**src/rtl/mem_wb_stage_pkg.sv**
```systemverilog
// Shared constants and pipeline-control helpers for the MEM/WB stage.
// The stall-index constants are used where the controller's stall vector is sliced.
package mem_wb_stage_pkg;

    localparam logic RST_ENABLE    = 1'b1;
    localparam logic WRITE_ENABLE  = 1'b1;
    localparam logic WRITE_DISABLE = 1'b0;
    localparam int   NOP_REG_ADDR  = 0;
    localparam int   ZERO_WORD     = 0;
    localparam int   STALL_MEM_IDX = 4;
    localparam int   STALL_WB_IDX  = 5;

    typedef enum logic [2:0] {
        ACT_RESET,
        ACT_FLUSH,
        ACT_BUBBLE,
        ACT_HOLD,
        ACT_LOAD
    } pipe_act_e;

    // Resolves the per-edge action; earlier checks win over later ones.
    function automatic pipe_act_e pipe_action(
        input logic rst,
        input logic flush,
        input logic stall_mem,
        input logic stall_wb
    );
        if (rst == RST_ENABLE) return ACT_RESET;
        if (flush)             return ACT_FLUSH;
        if (stall_wb)          return ACT_HOLD;
        if (stall_mem)         return ACT_BUBBLE;
        return ACT_LOAD;
    endfunction

endpackage

```
**src/rtl/mem_wb_stage_pipe_reg_ctl.sv**
```systemverilog
// Generic pipeline register with reset, clear-to-bubble and hold.
// rst and clear both load rst_val; hold keeps q; otherwise q follows d.
module pipe_reg_ctl
    import mem_wb_stage_pkg::*;
#(
    parameter int W = 1
) (
    input  logic         clk,
    input  logic         rst,
    input  logic         hold,
    input  logic         clear,
    input  logic [W-1:0] d,
    input  logic [W-1:0] rst_val,
    output logic [W-1:0] q
);

    logic [W-1:0] q_d;
    logic [W-1:0] q_q;

    always_comb begin
        q_d = q_q;
        if (clear) begin
            q_d = rst_val;
        end else if (!hold) begin
            q_d = d;
        end
    end

    // NOTE: non-blocking assignment so every flop samples pre-edge values.
    always_ff @(posedge clk) begin
        if (rst == RST_ENABLE) begin
            q_q <= rst_val;
        end else begin
            q_q <= q_d;
        end
    end

    assign q = q_q;

endmodule

```
**src/rtl/mem_wb_stage.sv**
```systemverilog
// MEM/WB pipeline register: NUM_WP GPR write lanes, HI/LO, LLbit and valid,
// with stall hold, MEM-only-stall bubble, flush, and a retired-instruction counter.
module mem_wb_stage
    import mem_wb_stage_pkg::*;
#(
    parameter int DATA_W = 32,
    parameter int ADDR_W = 5,
    parameter int NUM_WP = 1,
    parameter int CNT_W  = 32
) (
    input  logic                     clk,
    input  logic                     rst,
    input  logic                     stall_mem,
    input  logic                     stall_wb,
    input  logic                     flush,
    input  logic                     mem_valid,
    input  logic [NUM_WP*ADDR_W-1:0] mem_wd,
    input  logic [NUM_WP-1:0]        mem_wreg,
    input  logic [NUM_WP*DATA_W-1:0] mem_wdata,
    input  logic                     mem_whilo,
    input  logic [DATA_W-1:0]        mem_hi,
    input  logic [DATA_W-1:0]        mem_lo,
    input  logic                     mem_llbit_we,
    input  logic                     mem_llbit_value,
    output logic                     wb_valid,
    output logic [NUM_WP*ADDR_W-1:0] wb_wd,
    output logic [NUM_WP-1:0]        wb_wreg,
    output logic [NUM_WP*DATA_W-1:0] wb_wdata,
    output logic                     wb_whilo,
    output logic [DATA_W-1:0]        wb_hi,
    output logic [DATA_W-1:0]        wb_lo,
    output logic                     wb_llbit_we,
    output logic                     wb_llbit_value,
    output logic [CNT_W-1:0]         retire_cnt
);

    localparam int LANE_W = NUM_WP * (ADDR_W + 1 + DATA_W);
    localparam int HILO_W = 2 * DATA_W + 1;

    pipe_act_e act;
    logic      hold;
    logic      clear;

    assign act   = pipe_action(rst, flush, stall_mem, stall_wb);
    assign hold  = (act == ACT_HOLD);
    assign clear = (act == ACT_FLUSH) || (act == ACT_BUBBLE);

    // An invalid instruction still carries address/data but must not write.
    logic [NUM_WP-1:0] wreg_gated;
    logic              whilo_gated;
    logic              llbit_we_gated;

    assign wreg_gated     = mem_wreg & {NUM_WP{mem_valid}};
    assign whilo_gated    = mem_whilo & mem_valid;
    assign llbit_we_gated = mem_llbit_we & mem_valid;

    logic [LANE_W-1:0] lane_d;
    logic [LANE_W-1:0] lane_rst;
    logic [LANE_W-1:0] lane_q;

    assign lane_d   = {mem_wd, wreg_gated, mem_wdata};
    assign lane_rst = {{NUM_WP{ADDR_W'(NOP_REG_ADDR)}},
                       {NUM_WP{WRITE_DISABLE}},
                       {NUM_WP{DATA_W'(ZERO_WORD)}}};
    assign {wb_wd, wb_wreg, wb_wdata} = lane_q;

    pipe_reg_ctl #(.W(LANE_W)) u_lanes (
        .clk     (clk),
        .rst     (rst),
        .hold    (hold),
        .clear   (clear),
        .d       (lane_d),
        .rst_val (lane_rst),
        .q       (lane_q)
    );

    logic [HILO_W-1:0] hilo_q;

    assign {wb_whilo, wb_hi, wb_lo} = hilo_q;

    pipe_reg_ctl #(.W(HILO_W)) u_hilo (
        .clk     (clk),
        .rst     (rst),
        .hold    (hold),
        .clear   (clear),
        .d       ({whilo_gated, mem_hi, mem_lo}),
        .rst_val ({WRITE_DISABLE, DATA_W'(ZERO_WORD), DATA_W'(ZERO_WORD)}),
        .q       (hilo_q)
    );

    logic [1:0] llbit_q;

    assign {wb_llbit_we, wb_llbit_value} = llbit_q;

    pipe_reg_ctl #(.W(2)) u_llbit (
        .clk     (clk),
        .rst     (rst),
        .hold    (hold),
        .clear   (clear),
        .d       ({llbit_we_gated, mem_llbit_value}),
        .rst_val ({WRITE_DISABLE, 1'b0}),
        .q       (llbit_q)
    );

    pipe_reg_ctl #(.W(1)) u_valid (
        .clk     (clk),
        .rst     (rst),
        .hold    (hold),
        .clear   (clear),
        .d       (mem_valid),
        .rst_val (1'b0),
        .q       (wb_valid)
    );

    logic [CNT_W-1:0] retire_cnt_d;
    logic [CNT_W-1:0] retire_cnt_q;

    // Wraps silently at 2^CNT_W.
    always_comb begin
        retire_cnt_d = retire_cnt_q;
        if ((act == ACT_LOAD) && mem_valid) begin
            retire_cnt_d = retire_cnt_q + CNT_W'(1);
        end
    end

    always_ff @(posedge clk) begin
        if (rst == RST_ENABLE) begin
            retire_cnt_q <= '0;
        end else begin
            retire_cnt_q <= retire_cnt_d;
        end
    end

    assign retire_cnt = retire_cnt_q;

endmodule

```
**config.mk**
```make
export PLATFORM = sky130hd
export DESIGN_NAME = mem_wb_stage
export DESIGN_NICKNAME = d
export VERILOG_FILES = /design/src/rtl/mem_wb_stage_pkg.sv /design/src/rtl/mem_wb_stage_pipe_reg_ctl.sv /design/src/rtl/mem_wb_stage.sv
export SDC_FILE = /design/constraint.sdc
export NUM_CORES = 1
export LEC_CHECK = 0
export BUFFER_PORTS_ARGS = -buffer_cell sky130_fd_sc_hd__buf_2
export CORE_MARGIN = 4
export CORE_UTILIZATION = 44
export DETAILED_ROUTE_END_ITERATION = 7
export GPL_TIMING_DRIVEN = 0
export PLACE_DENSITY = 0.77
export SYNTH_ARGS = -nofsm -noshare
export SYNTH_HDL_FRONTEND = slang
export SYNTH_SLANG_ARGS = --single-unit
```
**constraint.sdc**
```tcl
create_clock -name clk -period 5.6 [get_ports clk]
set_clock_uncertainty 0.05 [all_clocks]
set_input_delay 0.28 -clock clk [delete_from_list [all_inputs] [get_ports clk]]
set_output_delay 0.28 -clock clk [all_outputs]
set_load 0.05 [all_outputs]
```
==> insert_results.sql, run 1 <==
INSERT INTO impl_metrics (metric_group, metric, value, unit) VALUES
('run_status', 'run_status', 'finished, final reports clean', ''),
('worst_setup_path', 'critical_path_arrival', '2.47', 'ns'),
('sta', 'setup_viol', '0', ''),
('clock_tree', 'numCtsBuffers', '17', ''),
('drt', 'vias', '5474', ''),
('layout', 'finalNetCount', '1023', ''),
('worst_setup_path', 'cpPeakStageDelay', '0.41', 'ns'),
('layout', 'layout-drive-gt1-share', '31.4', '%'),
('worst_setup_path', 'critical_path_source_type', 'flop', ''),
('sta', 'final.hold.worst_slack', '0.0458', 'ns'),
('floorplanning', 'floorplan.die.height', '117', 'um'),
('drt', 'detailedRoute.firstIterationViolations', '273', ''),
('layout', 'antenna-diode-count', '0', ''),
('yosys', 'netlist-cell-type-count', '34', ''),
('worst_setup_path', 'slowest_stage', 'sky130_fd_sc_hd__dfxtp_1', ''),
('yosys', 'synthFlopType', 'sky130_fd_sc_hd__dfxtp_1', ''),
('clock_tree', 'worst_skew_pair.late_latency', '0.42', 'ns'),
('sta', 'setup_repair_after_global_routing_missed_its_margin', 'false', ''),
('drt', 'detailedRoute.firstPassIterationCount', '4', ''),
('clock_tree', 'tritoncts', 'yes', ''),
('sta', 'hold_viol', '0', ''),
('global_route', 'globalRoute.totalOverflow', '0', ''),
('sta', 'final.min_clock_period', '2.21', 'ns'),
('clock_tree', 'tritoncts_num_sinks', '138', ''),
('placed_design', 'gp_congestion', '0.812', ''),
('floorplanning', 'fp.dieW', '117', 'um'),
('worst_setup_path', 'timing.critical_path.fanout_max', '10', ''),
('clock_tree', 'buffers_inserted_during_post_cts_setup_optimization', '0', ''),
('power', 'ir_worst_vdd', '0.271', 'mV'),
('layout', 'fillers', '1037', ''),
('yosys', 'share_of_flip_flops_with_an_asynchronous_set_or_reset_after_synthesis', '0', '%'),
('worst_setup_path', 'critical_path.top_delay_family', 'simple AND/OR/NAND/NOR gates', ''),
('worst_setup_path', 'required', '5.86', 'ns'),
('global_route', 'grt_max_degree', '17', ''),
('power', 'total_leakage_power', '3.48', 'nW'),
('floorplanning', 'floorplan.die_area', '13600', 'um2'),
('worst_setup_path', 'timing.critical_path.cells', 'ha_1 > and3_1 > clkbuf_1 > nand4_2 > nor4_1 > mux2_1', ''),
('floorplanning', 'placementRows', '39', ''),
('yosys', 'synth_enable_flop_cells', '0', ''),
('drt', 'route.antenna.remaining_nets', '0', ''),
('flow_run', 'drv_cap', '0', ''),
('sta', 'timing_worst_slew_pin_value', '0.599', 'ns'),
('min_path', 'hold_path_class', 'in2reg', ''),
('yosys', 'cell_area_after_synthesis', '5190', 'um2'),
('clock_tree', 'clk_root_buffer_cell', 'sky130_fd_sc_hd__clkbuf_16', ''),
('global_route', 'grt_use_total', '23.0', '%'),
('floorplanning', 'floorplan.io_pins', '249', ''),
('sta', 'min_period_over_period', '39.4', '%'),
('clock_tree', 'clk_transition_reported_paths', '0.06', 'ns'),
('floorplanning', 'core_region_area', '11500', 'um2'),
('placed_design', 'place.port_buffers', '248', ''),
('drt', 'drt_drc_violations_left', '0', ''),
('global_route', 'grt_pass1_wl', '24600', 'um'),
('power', 'powerDensity', '345', 'nW/um2'),
('clock_tree', 'cts_resized', '0', ''),
('worst_setup_path', 'critical_path_class', 'reg2reg', ''),
('sta', 'achievable_clock_frequency', '0.453', 'GHz'),
('sta', 'timing.max_slew.rel_slack', '60.0', '%'),
('worst_setup_path', 'crit_path_end_kind', 'flop', ''),
('drt', 'avgViaCountPerCell', '5.13', ''),
('global_route', 'antenna_found_initial', '0', ''),
('floorplanning', 'initial_util', '45.3', '%'),
('worst_setup_path', 'timing.critical_path.buf_inv', '1', ''),
('yosys', 'syn_nets', '756', ''),
('sta', 'timing_max_transition_violations_final', '0', ''),
('yosys', 'synth-seq-cells', '138', ''),
('drt', 'routed_wirelength', '15800', 'um'),
('drt', 'routedWlPerCell', '14.8', 'um'),
('clock_tree', 'ctsHoldBuffers', '0', ''),
('yosys', 'synthesis.instances', '644', ''),
('clock_tree', 'htreeDepth', '4', ''),
('sta', 'fin_setup_tns', '0', 'ns'),
('yosys', 'syn_area_per_cell', '8.07', 'um2'),
('placed_design', 'dp.final_hpwl', '11600', 'um'),
('yosys', 'synth-warning-count', '0', ''),
('global_route', 'grt_pass1_vias', '5191', ''),
('yosys', 'sequential_element_share_of_the_synthesized_area', '53.2', '%'),
('layout', 'layout-area-overhead-vs-synth', '39.9', '%'),
('clock_tree', 'max-clock-path-buffers', '2', '');
-- Yosys cell counts, types with 2 or more instances --
cell type                    n  area, um2
sky130_fd_sc_hd__nand2_1   217        815
sky130_fd_sc_hd__dfxtp_1   138       2760
sky130_fd_sc_hd__a21oi_1   121        606
sky130_fd_sc_hd__clkbuf_1   25       93.8
sky130_fd_sc_hd__nor2_1     16       60.1
sky130_fd_sc_hd__nand4_1    15       93.8
sky130_fd_sc_hd__buf_1      12       45.0
sky130_fd_sc_hd__o21ai_0    12       60.1
sky130_fd_sc_hd__or3_1      11       68.8
sky130_fd_sc_hd__nand3_1     9       45.0
sky130_fd_sc_hd__xor2_1      9       78.8
sky130_fd_sc_hd__and4_1      7       61.3
sky130_fd_sc_hd__and3_1      6       37.5
sky130_fd_sc_hd__o31ai_1     6       45.0
sky130_fd_sc_hd__or4_1       6       45.0
sky130_fd_sc_hd__buf_2       4       20.0
sky130_fd_sc_hd__inv_1       4       15.0
sky130_fd_sc_hd__a32o_1      3       30.0
sky130_fd_sc_hd__mux2_2      3       33.8
sky130_fd_sc_hd__nor2b_1     3       18.8
sky130_fd_sc_hd__nor3_1      3       15.0
sky130_fd_sc_hd__and2_1      2       12.5
-- cell families (layout without fill, tap and decap cells) --
logic type,count (synthesis),in the layout,share of synthesized area [%]
AOI/OAI and AO/OA,143,143,14.4
xor gates and xnor gates,9,9,1.52
adders and majority gates,1,1,0.241
buffers and inverters,46,326,3.49
DFF,138,138,53.2
muxes,4,4,0.867
and+or+nand+nor,303,303,26.3
-- final cells by class --
| class | count | area (um2) | share of cell area [%] |
|---|---|---|---|
| buffer | 42 | 166 | 2.29 |
| sequential | 138 | 2760 | 38.0 |
| multi-input combinational | 460 | 2250 | 31.0 |
| inverter | 4 | 15.0 | 0.207 |
| timing repair buffer | 248 | 1240 | 17.1 |
| clock inverter | 11 | 193 | 2.65 |
| clock buffer | 21 | 460 | 6.34 |
| tap | 143 | 179 | 2.46 |
-- per-layer routing --
metal	track usage, %	up-vias	share of wire [%]
met4	9.56	0	2.6
met5	0	-	0
li1	-	2729	-
met1	27.2	2476	39
met2	37.3	236	48
met3	9.12	33	10
-- worst paths after layout --
| path | start | end | slack (ns) | depth (start not counted) |
|---|---|---|---|---|
| worst max register to register | retire_cnt[0] | retire_cnt[30] | 3.39 | 6 |
| worst min-delay path | mem_wdata[25] | u_lanes.q[25] | 0.05 | 3 |
| worst min register to register | u_valid.q | u_valid.q | 0.39 | 2 |
| worst max-delay path | retire_cnt[0] | retire_cnt[30] | 3.39 | 6 |
-- registers in the layout, summed over array words and instances, names as in the netlist --
name,count
retire_cnt,32
u_hilo.q,65
u_lanes.q,38
u_llbit.q,2
u_valid.q,1
-- report_power, final --
part / internal (W) / switching (W)
clock network: 0.000813 / 0.000418
logic: 0.0000690 / 0.000181
registers: 0.00101 / 0.0000132
total: 0.00189 / 0.000612
-- worst min-delay path: stages --
cell	delay (ns)
sky130_fd_sc_hd__buf_2	0.09
sky130_fd_sc_hd__nand2_1	0.04
sky130_fd_sc_hd__a21oi_1	0.05
-- per-stage QoR --
| stage | util (%) | power [W] | instances | area (um2) | worst slack, ns |
|---|---|---|---|---|---|
| after detailed placement | 57.7 | 0.00129 | 1035 | 6620 | 3.21 |
| after global placement | 57.7 | 0.00129 | 1035 | 6620 | 3.17 |
| final | 63.4 | 0.00250 | 1067 | 7270 | 3.39 |
| after floorplan | - | 0.00120 | 644 | 5190 | 3.33 |
| after CTS | 63.4 | 0.00252 | 1067 | 7270 | 3.39 |
| after global routing | 63.4 | 0.00259 | 1067 | 7270 | 3.24 |
-- placed cells by master, fill, tap and decap left out, types with 2 or more instances in the layout --
master                       instances
sky130_fd_sc_hd__a32o_1              3
sky130_fd_sc_hd__or4_1               6
sky130_fd_sc_hd__xor2_1              9
sky130_fd_sc_hd__and4_1              7
sky130_fd_sc_hd__nand4_1            15
sky130_fd_sc_hd__clkinvlp_4          2
sky130_fd_sc_hd__and3_1              6
sky130_fd_sc_hd__a21oi_1           121
sky130_fd_sc_hd__bufinv_16           5
sky130_fd_sc_hd__nand2_1           217
sky130_fd_sc_hd__clkbuf_1           27
sky130_fd_sc_hd__nand3_1             9
sky130_fd_sc_hd__or3_1              11
sky130_fd_sc_hd__clkbuf_16          17
sky130_fd_sc_hd__nor2b_1             3
sky130_fd_sc_hd__inv_1               4
sky130_fd_sc_hd__buf_1              12
sky130_fd_sc_hd__mux2_2              3
sky130_fd_sc_hd__dfxtp_1           138
sky130_fd_sc_hd__o21ai_0            12
sky130_fd_sc_hd__clkbuf_8            2
sky130_fd_sc_hd__clkinv_2            2
sky130_fd_sc_hd__o31ai_1             6
sky130_fd_sc_hd__buf_2             252
sky130_fd_sc_hd__and2_1              2
sky130_fd_sc_hd__nor2_1             16
sky130_fd_sc_hd__clkinv_4            2
sky130_fd_sc_hd__nor3_1              3
Note: power is estimated with default switching activity, not from simulation.
==> inputs of run 2 (changes only) <==
--- a/config.mk
+++ b/config.mk
@@ -7,7 +7,7 @@
 export LEC_CHECK = 0
 export BUFFER_PORTS_ARGS = -buffer_cell sky130_fd_sc_hd__buf_2
 export CORE_MARGIN = 4
-export CORE_UTILIZATION = 44
+export CORE_UTILIZATION = 42
 export DETAILED_ROUTE_END_ITERATION = 7
 export GPL_TIMING_DRIVEN = 0
 export PLACE_DENSITY = 0.77
==> constraint.sdc (replaced) <==
create_clock -name clk -period 1.8 [get_ports clk]
set_clock_uncertainty 0.05 [all_clocks]
set_input_delay 0.09 -clock clk [delete_from_list [all_inputs] [get_ports clk]]
set_output_delay 0.09 -clock clk [all_outputs]
set_load 0.05 [all_outputs]
==> run 2 against run 1 <==
Effect of this change: the flow now finishes with violations (setup timing); register-to-register slack got worse by 3.4 ns; setup slack worse by 3.4 ns; sequential power increased to 3.1 times the previous value; cell count up 13%; count of clock-buffer cells in the layout down 3; first-iteration DRC count rose by 61%; die area up 4.4%; maximum frequency increased by 22%; routed wire length increased by 28%; global-route usage increased by 4.8 points; utilization up 7.6 points.
==> insert_results.sql, run 2 (synthesized netlist as in run 1, its figures left out) <==
INSERT INTO impl_metrics (metric_group, metric, value, unit) VALUES
('run_status', 'run_status', 'finished with violations', ''),
('run_status', 'violations_in_the_final_reports', 'setup timing', ''),
('layout', 'stdcell_area', '8560', 'um2'),
('sta', 'achievable_clock_frequency', '0.551', 'GHz'),
('sta', 'timing_worst_slew_pin_value', '0.589', 'ns'),
('worst_setup_path', 'timing.critical_path.fanout_max', '5', ''),
('worst_setup_path', 'crit_path_end_kind', 'flop', ''),
('worst_setup_path', 'timing.critical_path.cells', 'buf_6 > and4bb_2 > nand4_1 > or4b_4 > a21oi_2', ''),
('clock_tree', 'numCtsBuffers', '17', ''),
('clock_tree', 'htreeDepth', '4', ''),
('sta', 'setup_repair_after_global_routing_missed_its_margin', 'true', ''),
('placed_design', 'pre_cts_slack', '-0.301', 'ns'),
('worst_setup_path', 'required', '2.11', 'ns'),
('drt', 'detailroute.wirelength.met2', '9930', 'um'),
('worst_setup_path', 'cpPeakStageDelay', '0.60', 'ns'),
('placed_design', 'place.port_buffers', '248', ''),
('clock_tree', 'worst_skew_pair.late_latency', '0.42', 'ns'),
('floorplanning', 'initial_util', '43.1', '%'),
('drt', 'detailedRoute.firstPassIterationCount', '6', ''),
('layout', 'layout.core_utilization', '71.0', '%'),
('sta', 'final.hold.worst_slack', '0.0826', 'ns'),
('floorplanning', 'placementRows', '40', ''),
('drt', 'met3_wirelength', '1570', 'um'),
('sta', 'hold_viol', '0', ''),
('drt', 'routedWlPerCell', '16.7', 'um'),
('global_route', 'grt_pass1_vias', '6328', ''),
('sta', 'timing_max_transition_violations_final', '0', ''),
('drt', 'drt_drc_violations_left', '0', ''),
('worst_setup_path', 'critical_path_class', 'reg2reg', ''),
('layout', 'finalNetCount', '1138', ''),
('global_route', 'globalRoute.totalOverflow', '0', ''),
('sta', 'setup_viol', '1', ''),
('layout', 'leading_cell_type_in_the_layout_fill_and_taps_excluded', 'sky130_fd_sc_hd__buf_2', ''),
('clock_tree', 'tritoncts', 'yes', ''),
('global_route', 'antenna_found_initial', '1', ''),
('clock_tree', 'max-clock-path-buffers', '2', ''),
('placed_design', 'gp_congestion', '0.872', ''),
('layout', 'layout-drive-gt1-share', '32.9', '%'),
('drt', 'route.top_layer_used', 'met4', ''),
('min_path', 'hold_path_class', 'in2reg', ''),
('floorplanning', 'core_region_area', '12100', 'um2'),
('sta', 'final.min_clock_period', '1.81', 'ns'),
('layout', 'largest_reg_flops', '65', ''),
('global_route', 'grt_pass1_wl', '31600', 'um'),
('clock_tree', 'tritoncts_num_sinks', '138', ''),
('worst_setup_path', 'timing.critical_path.buf_inv', '1', ''),
('layout', 'fillers', '851', ''),
('floorplanning', 'floorplan.die.height', '119', 'um'),
('layout', 'layout-area-overhead-vs-synth', '64.8', '%'),
('power', 'total_leakage_power', '4.00', 'nW'),
('clock_tree', 'clk_transition_reported_paths', '0.06', 'ns'),
('drt', 'routed_wirelength', '20200', 'um'),
('power', 'powerDensity', '925', 'nW/um2'),
('worst_setup_path', 'critical_path_source_type', 'flop', ''),
('drt', 'avgViaCountPerCell', '5.24', ''),
('min_path', 'min-delay-start', 'stall_mem', ''),
('global_route', 'grt_max_degree', '17', ''),
('power', 'ir_worst_vdd', '0.682', 'mV'),
('worst_setup_path', 'slowest_stage', 'sky130_fd_sc_hd__or4b_4', ''),
('drt', 'vias', '6337', ''),
('floorplanning', 'fp.dieW', '119', 'um'),
('sta', 'min_period_over_period', '101', '%'),
('drt', 'detailedRoute.firstIterationViolations', '440', ''),
('clock_tree', 'clk_root_buffer_cell', 'sky130_fd_sc_hd__clkbuf_16', ''),
('floorplanning', 'floorplan.die_area', '14200', 'um2'),
('global_route', 'grt_use_total', '27.8', '%'),
('sta', 'timing.max_slew.rel_slack', '60.7', '%'),
('sta', 'final_critical_path_setup_slack', '-0.0148', 'ns'),
('worst_setup_path', 'critical_path.reg2reg.startpoint', 'retire_cnt[0]', ''),
('floorplanning', 'floorplan.io_pins', '249', ''),
('layout', 'commonest_non_fill_non_tap_cells_in_the_layout', 'sky130_fd_sc_hd__buf_2 (252), sky130_fd_sc_hd__nand2_1 (217), sky130_fd_sc_hd__a21oi_1 (119)', ''),
('placed_design', 'dp.final_hpwl', '11800', 'um'),
('worst_setup_path', 'critical_path_arrival', '2.12', 'ns'),
('worst_setup_path', 'critPathLaunch', 'retire_cnt[0]', ''),
('drt', 'route.antenna.remaining_nets', '0', ''),
('flow_run', 'drv_cap', '0', ''),
('placed_design', 'postPlaceCellArea', '6730', 'um2'),
('worst_setup_path', 'critical_path.top_delay_family', 'simple AND/OR/NAND/NOR gates', ''),
('drt', 'met1_routed_length', '7430', 'um');
[run 2: cell types whose count changed in the layout (fill, tap and decap cells not counted), moves of 2 or more]
cell	delta
sky130_fd_sc_hd__a21oi_2	+2
sky130_fd_sc_hd__clkbuf_1	-4
sky130_fd_sc_hd__and4_1	-2
sky130_fd_sc_hd__a21oi_1	-2
sky130_fd_sc_hd__buf_4	+9
sky130_fd_sc_hd__dfxtp_2	+17
sky130_fd_sc_hd__diode_2	+2
sky130_fd_sc_hd__dfxtp_1	-23
sky130_fd_sc_hd__dlygate4sd3_1	+105
sky130_fd_sc_hd__clkinv_4	+2
sky130_fd_sc_hd__dfxtp_4	+6
sky130_fd_sc_hd__buf_6	+3
[run 2: final timing paths]
check | cells after the start | endpoint | slack, ns
max | 5 | retire_cnt[29] | -0.01
min | 4 | u_valid.q | 0.08
max reg2reg | 5 | retire_cnt[29] | -0.01
min reg2reg | 2 | u_valid.q | 0.39
[run 2: tightest hold or removal path, delay by kind of cell]
| family | cells | cell delay (ns) |
|---|---|---|
| buf+inv | 1 | 0.14 |
| simple gates | 3 | 0.28 |
[run 2: layout make-up]
| class | count | area [um2] | area share, % |
|---|---|---|---|
| Inverter | 4 | 15.0 | 0.175 |
| Timing Repair Buffer | 365 | 2390 | 27.9 |
| Sequential cell | 138 | 2810 | 32.8 |
| Antenna cell | 2 | 5.00 | 0.0584 |
| Buffer | 40 | 164 | 1.91 |
| Clock inverter | 14 | 195 | 2.28 |
| Clock buffer | 18 | 439 | 5.13 |
| Tap cell | 168 | 210 | 2.45 |
| Multi-Input combinational cell | 460 | 2340 | 27.3 |
[run 2: timing repair]
action | 4_1_cts | 5_1_grt
buffers inserted | 8 | 4
endpoints found under the hold margin | 105 | 0
setup endpoints to repair | 4 | 20
cloned | 0 | 0
pin swaps | 3 | 9
gates resized for setup | 2 | 16
hold buffers | 105 | 0
[run 2: per-layer routing]
metal / global-route usage [%] / up-vias
met4: 19.4 / 0
met5: 0 / -
met1: 29.7 / 2874
li1: - / 2960
met3: 7.60 / 110
met2: 47.2 / 393
[run 2: report_power, final]
| group | total, W | switching, W | internal (W) |
|---|---|---|---|
| clock | 0.00374 | 0.00137 | 0.00236 |
| combinational | 0.00100 | 0.000638 | 0.000367 |
| sequential | 0.00318 | 0.0000462 | 0.00313 |
[run 2: per-stage QoR]
stage / TNS (ns) / instances / total power (W)
floorplan: -0.0198 / 644 / 0.00374
global placement: -12.64 / 1060 / 0.00401
detailed placement: -12.10 / 1060 / 0.00402
CTS: -0.0180 / 1205 / 0.00790
global route: -0.148 / 1208 / 0.00815
finish: -0.0148 / 1209 / 0.00792
